## config.mk

```make
export PLATFORM = sky130hd
export DESIGN_NAME = demux_router
export DESIGN_NICKNAME = d
export VERILOG_FILES = /design/src/rtl/demux_pkg.sv /design/src/rtl/demux_fifo2.sv /design/src/rtl/demux_router.sv
export SDC_FILE = /design/constraint.sdc
export NUM_CORES = 1
export LEC_CHECK = 0
export CAP_MARGIN = 30
export CELL_PAD_IN_SITES_DETAIL_PLACEMENT = 0
export CELL_PAD_IN_SITES_GLOBAL_PLACEMENT = 1
export CORE_ASPECT_RATIO = 0.5
export CORE_MARGIN = 2
export CORE_UTILIZATION = 43
export DETAILED_ROUTE_END_ITERATION = 8
export PLACE_DENSITY_LB_ADDON = 0.25
export SETUP_SLACK_MARGIN = 0.1
export SYNTH_ARGS = -nofsm -noshare
export SYNTH_HDL_FRONTEND = slang
export SYNTH_HIERARCHICAL = 1
export SYNTH_SLANG_ARGS = --single-unit
```

## constraint.sdc

```tcl
create_clock -name Clock -period 3.27 [get_ports Clock]
set_clock_uncertainty 0.2 [all_clocks]
set_input_delay 0.654 -clock Clock [delete_from_list [all_inputs] [get_ports Clock]]
set_output_delay 0.654 -clock Clock [all_outputs]
set_load 0.01 [all_outputs]
```

## src/rtl/demux_pkg.sv

```systemverilog
`default_nettype none
// +--------------------------------------------------------------------------+
// | demux_pkg : shared defaults and buffer-occupancy encoding for the router |
// | Rev 1.0                                                                  |
// +--------------------------------------------------------------------------+
package demux_pkg;

    localparam int DATA_W_DEF = 8;
    localparam int DEPTH_DEF  = 2;

    typedef enum logic [1:0] {
        EMPTY   = 2'd0,
        PARTIAL = 2'd1,
        FULL    = 2'd2
    } buf_state_e;

    function automatic buf_state_e buf_state(input int unsigned count, input int unsigned depth);
        if (count == 0) begin
            return EMPTY;
        end
        if (count >= depth) begin
            return FULL;
        end
        return PARTIAL;
    endfunction

endpackage
`default_nettype wire

```

## src/rtl/demux_fifo2.sv

```systemverilog
`default_nettype none
// +--------------------------------------------------------------------------+
// | demux_fifo2 : DEPTH-entry output buffer, async active-low reset          |
// | Rev 1.0                                                                  |
// +--------------------------------------------------------------------------+
module demux_fifo2
    import demux_pkg::*;
#(
    parameter int DATA_W = DATA_W_DEF,
    parameter int DEPTH  = DEPTH_DEF
) (
    input  logic              clk_i,
    input  logic              rst_ni,
    input  logic              push_i,
    input  logic              pop_i,
    input  logic [DATA_W-1:0] data_i,
    output logic [DATA_W-1:0] data_o,
    output logic              full_o,
    output logic              empty_o
);

    localparam int PTR_W = $clog2(DEPTH);
    localparam int CNT_W = PTR_W + 1;

    logic [DATA_W-1:0] mem_q [DEPTH];
    logic [PTR_W-1:0]  rd_ptr_q, rd_ptr_d;
    logic [PTR_W-1:0]  wr_ptr_q, wr_ptr_d;
    logic [PTR_W-1:0]  last_ptr;
    logic [CNT_W-1:0]  count_q, count_d;
    logic              do_push, do_pop;
    buf_state_e        state;

    always_comb begin
        state   = buf_state(32'(count_q), DEPTH);
        full_o  = (state == FULL);
        empty_o = (state == EMPTY);
        do_push = push_i & ~full_o;
        do_pop  = pop_i & ~empty_o;
    end

    always_comb begin
        rd_ptr_d = rd_ptr_q;
        wr_ptr_d = wr_ptr_q;
        count_d  = count_q;
        if (do_pop) begin
            rd_ptr_d = rd_ptr_q + PTR_W'(1);
        end
        if (do_push) begin
            wr_ptr_d = wr_ptr_q + PTR_W'(1);
        end
        case ({do_push, do_pop})
            2'b10:   count_d = count_q + CNT_W'(1);
            2'b01:   count_d = count_q - CNT_W'(1);
            default: count_d = count_q;
        endcase
    end

    always_ff @(posedge clk_i or negedge rst_ni) begin
        if (!rst_ni) begin
            rd_ptr_q <= '0;
            wr_ptr_q <= '0;
            count_q  <= '0;
            for (int i = 0; i < DEPTH; i++) begin
                mem_q[i] <= '0;
            end
        end else begin
            rd_ptr_q <= rd_ptr_d;
            wr_ptr_q <= wr_ptr_d;
            count_q  <= count_d;
            if (do_push) begin
                mem_q[wr_ptr_q] <= data_i;
            end
        end
    end

    // When drained, the slot behind the read pointer still holds the last head byte.
    assign last_ptr = rd_ptr_q - PTR_W'(1);
    assign data_o   = empty_o ? mem_q[last_ptr] : mem_q[rd_ptr_q];

endmodule
`default_nettype wire

```

## src/rtl/demux_router.sv

```systemverilog
`default_nettype none
// +--------------------------------------------------------------------------+
// | demux_router : 1-to-2 byte demultiplexer with buffered outputs           |
// | Optional delivery counters enabled by macro DEMUX_COUNT_EN. Rev 1.0      |
// +--------------------------------------------------------------------------+
module demux_router
    import demux_pkg::*;
#(
    parameter int DATA_W = DATA_W_DEF,
    parameter int DEPTH  = DEPTH_DEF
) (
    input  logic              Clock,
    input  logic              Clear_n,
    input  logic              Control,
    input  logic [DATA_W-1:0] in_data,
    input  logic              In_Valid,
    output logic              In_Ready,
    output logic [DATA_W-1:0] out0,
    output logic [DATA_W-1:0] out1,
    output logic              Out0_Valid,
    output logic              Out1_Valid,
    input  logic              Out0_Ready,
    input  logic              Out1_Ready
`ifdef DEMUX_COUNT_EN
    ,
    output logic [7:0]        Count0,
    output logic [7:0]        Count1
`endif
);

    logic full0, full1, empty0, empty1;
    logic accept, push0, push1, pop0, pop1;

    // Readiness follows the live Control so a sink switch is seen the same cycle.
    always_comb begin
        In_Ready   = Clear_n & (Control ? ~full1 : ~full0);
        accept     = In_Valid & In_Ready;
        push0      = accept & ~Control;
        push1      = accept & Control;
        Out0_Valid = ~empty0;
        Out1_Valid = ~empty1;
        pop0       = Out0_Valid & Out0_Ready;
        pop1       = Out1_Valid & Out1_Ready;
    end

    demux_fifo2 #(
        .DATA_W (DATA_W),
        .DEPTH  (DEPTH)
    ) u_fifo0 (
        .clk_i   (Clock),
        .rst_ni  (Clear_n),
        .push_i  (push0),
        .pop_i   (pop0),
        .data_i  (in_data),
        .data_o  (out0),
        .full_o  (full0),
        .empty_o (empty0)
    );

    demux_fifo2 #(
        .DATA_W (DATA_W),
        .DEPTH  (DEPTH)
    ) u_fifo1 (
        .clk_i   (Clock),
        .rst_ni  (Clear_n),
        .push_i  (push1),
        .pop_i   (pop1),
        .data_i  (in_data),
        .data_o  (out1),
        .full_o  (full1),
        .empty_o (empty1)
    );

`ifdef DEMUX_COUNT_EN
    logic [7:0] count0_q, count1_q;

    always_ff @(posedge Clock or negedge Clear_n) begin
        if (!Clear_n) begin
            count0_q <= 8'd0;
            count1_q <= 8'd0;
        end else begin
            if (pop0) begin
                count0_q <= count0_q + 8'd1;
            end
            if (pop1) begin
                count1_q <= count1_q + 8'd1;
            end
        end
    end

    assign Count0 = count0_q;
    assign Count1 = count1_q;
`endif

endmodule
`default_nettype wire
```

==> metrics.cfg <==
[worst_setup_path]
reg2regPathDepth=4
required_ns=2.42
cp.arrival_ns=2.09
path_max_fanout=8
cp-start-kind=flip-flop
critPathBufInv=1
critical_path.max_stage_delay_ns=0.49
critPathKind=reg2out
r2r_end=u_fifo1/mem_q[11]$_DFFE_PN0P_
crit_chain=nor2_4 -> xnor2_4 -> mux2_2 -> clkdlybuf4s50_1
worstSetupEndpointType=output pin
reg2reg_from=u_fifo1/count_q[1]$_DFFE_PN0P_
critPathSlowestCell=dfrtp_1
r2r_setup_slack_ns=1.23
critPathTopFamily=flip-flops

[sta]
hold_viol_final=0
fin_crit_sh_pct=90.1
worst_pin_slew_ns=0.552
setup_viol=0
holdWs_ns=0.307
rsz0062_at_grt=no
fmax_ghz=0.339
slew-limit-headroom_pct=63.1
final.setup.tns_ns=0
maxSlewViolCount=0
fin_crit_ns=2.95

[outcome]
status=completed

[global_route]
grt_max_degree=41
grt_pass1_wl_um=5590
gr-total-overflow=0
grt_usage_pct=14.8
antenna_found_initial=0
grt_pass1_vias=1136

[floorplan]
die_area_mm2=0.00502
die_h_um=51.1
ios=33
start_util_pct=44.0
die_x_um=98.3
core_mm2=0.00434
rows=17

[cts]
clk_latency_ns=0.29
post_cts_buffers=0
cts.sinks=40
root_buffer=clkbuf_8
clkSlewWorstSetupHoldPaths_ns=0.08
holdBufCountCts=0
cts_htree_levels=2
cts_tree=yes
cts_buffers=5
cts_max_path_buffers=2
cts_resized=0

[synth]
yosysTopAreaCell=dfrtp_1
ys_top_cells_by_count=44 x mux2_2, 40 x dfrtp_1, 6 x xnor2_1
yosysUniqueCellTypes=21
synth_top_area_share_pct=52.4
synth_flop_cell=dfrtp_1
synth_warnings=6
synth-seq-area-share_pct=52.4
async_flop_share_pct=100
synth_cells=125
ys_ff_latch=40
syn_area_mm2=0.00191
synth.most_common_cell=mux2_2
synth_edf_count=0
synthesis.nets=141
synthTopCellsByArea=dfrtp_1 52%, mux2_2 26%, mux2_4 3.1%, xnor2_4 2.9%, xnor2_1 2.8%
avgSynthCellArea_um2=15.3

[final_layout]
diodes=0
stdcell_count=221
nets=179
final_core_util_pct=55.7
drive_above_1_share_pct=42.7
area_growth_syn_to_layout_pct=26.5

[pwr]
swShare_pct=30.4
pwr_density_cell_mw_per_mm2=1130
ir_worst_vdd_uv=421
power.share.clock_pct=16.1
internal_power_mw=1.90
switchingPower_mw=0.833
power_leakage_nw=1.07
pwr-share-seq_pct=33.6
combPwrFrac_pct=50.3

[route]
vias=1053
final_antenna_net_count=0
wire_per_inst_um=14.9
drt-total-wl_um=3300
dr.pass1.iters=2
drt_iter0_markers=37
viasPerCell=4.76
route.detailed.drc=0

[worst_hold_path]
hp-class=in2async

[placement]
io_buffers=32
hpwlAfterDp_um=2360
routabilityCongestion=0.673
dp_cells=213

[flow_run]
cap_violations=0

-- placed cells by master, fill, tap and decap left out, types with 2 or more instances in the layout --
cell type	synthesis	final
and2b_2	2	2
clkbuf_8	0	7
clkdlybuf4s50_1	0	31
dfrtp_1	40	40
ha_1	2	2
inv_1	2	2
mux2_2	44	44
mux2_4	4	4
nand2b_4	2	2
nand3b_2	2	2
nor2_1	2	2
nor2_4	4	4
nor2b_1	2	2
xnor2_1	6	6
xnor2_4	2	2
xor2_1	4	4
-- power groups by stage --
stage	combinational [mW]	clock, mW	sequential (mW)
2_1_floorplan	0.892	0	0.886
4_1_cts	1.40	0.450	0.923
6_report	1.38	0.440	0.920
5_1_grt	1.48	0.470	0.960
3_5_place_dp	1.40	0	0.932
3_3_place_gp	1.38	0	0.916
-- layer usage --
layer  global-route usage, %  vias to the layer above  share of wire [%]
met5                       0                        -                  0
met4                    4.79                        0               0.88
met3                    4.92                        5                4.1
met2                    22.1                       17                 45
met1                    20.5                      522                 50
li1                        -                      509                  -
-- sequential cells by signal, summed over array words and instances, names as in the netlist --
signal,count
u_fifo0/count_q,2
u_fifo0/mem_q,16
u_fifo0/rd_ptr_q,1
u_fifo0/wr_ptr_q,1
u_fifo1/count_q,2
u_fifo1/mem_q,16
u_fifo1/rd_ptr_q,1
u_fifo1/wr_ptr_q,1
-- layout make-up --
class | instances | area, µm²
inverter | 2 | 7.51
clock inverter | 1 | 30.0
sequential | 40 | 1000
tap | 57 | 71.3
timing repair buffer | 33 | 323
fill | 373 | 1920
clock buffer | 7 | 96.3
multi-input combinational | 81 | 888
-- worst reg2reg max path: stages, from the launching register on --
cell and delay [ns]:
dfrtp_1 0.46, nor3b_1 0.50, nand2b_4 0.13, nor2_4 0.26
mux2_2 0.38
-- stage by stage --
stage	instance area, µm²	setup slack, ns	power, mW
floorplan	1910	0.887	1.78
global placement	2290	0.430	2.29
detailed placement	2290	0.418	2.33
CTS	2420	0.292	2.78
global route	2420	0.218	2.91
finish	2420	0.323	2.74
-- worst max path at each step --
| stage | startpoint | to | slack (ns) | cells after the start |
|---|---|---|---|---|
| 3_3_place_gp | Control | In_Ready | 0.43 | 4 |
| 2_1_floorplan | u_fifo1/count_q[1]$_DFFE_PN0P_ | u_fifo1/mem_q[10]$_DFFE_PN0P_ | 0.89 | 5 |
| 3_5_place_dp | Control | In_Ready | 0.42 | 4 |
| 6_report | u_fifo0/count_q[1]$_DFFE_PN0P_ | out0[1] | 0.32 | 4 |
| 4_1_cts | u_fifo0/count_q[1]$_DFFE_PN0P_ | out0[1] | 0.29 | 4 |
| 5_1_grt | u_fifo0/count_q[1]$_DFFE_PN0P_ | out0[1] | 0.22 | 4 |
-- cells by family after synthesis --
logic type | count (synthesis) | synth area share [%]
XOR/XNOR | 12 | 7.47
adder cells (fa/ha/maj) | 2 | 1.31
buffers and inverters | 4 | 1.11
flip-flops | 40 | 52.4
multiplexers | 49 | 29.6
AND/OR/NAND/NOR | 18 | 8.12
(Power assumes the default switching activity.)
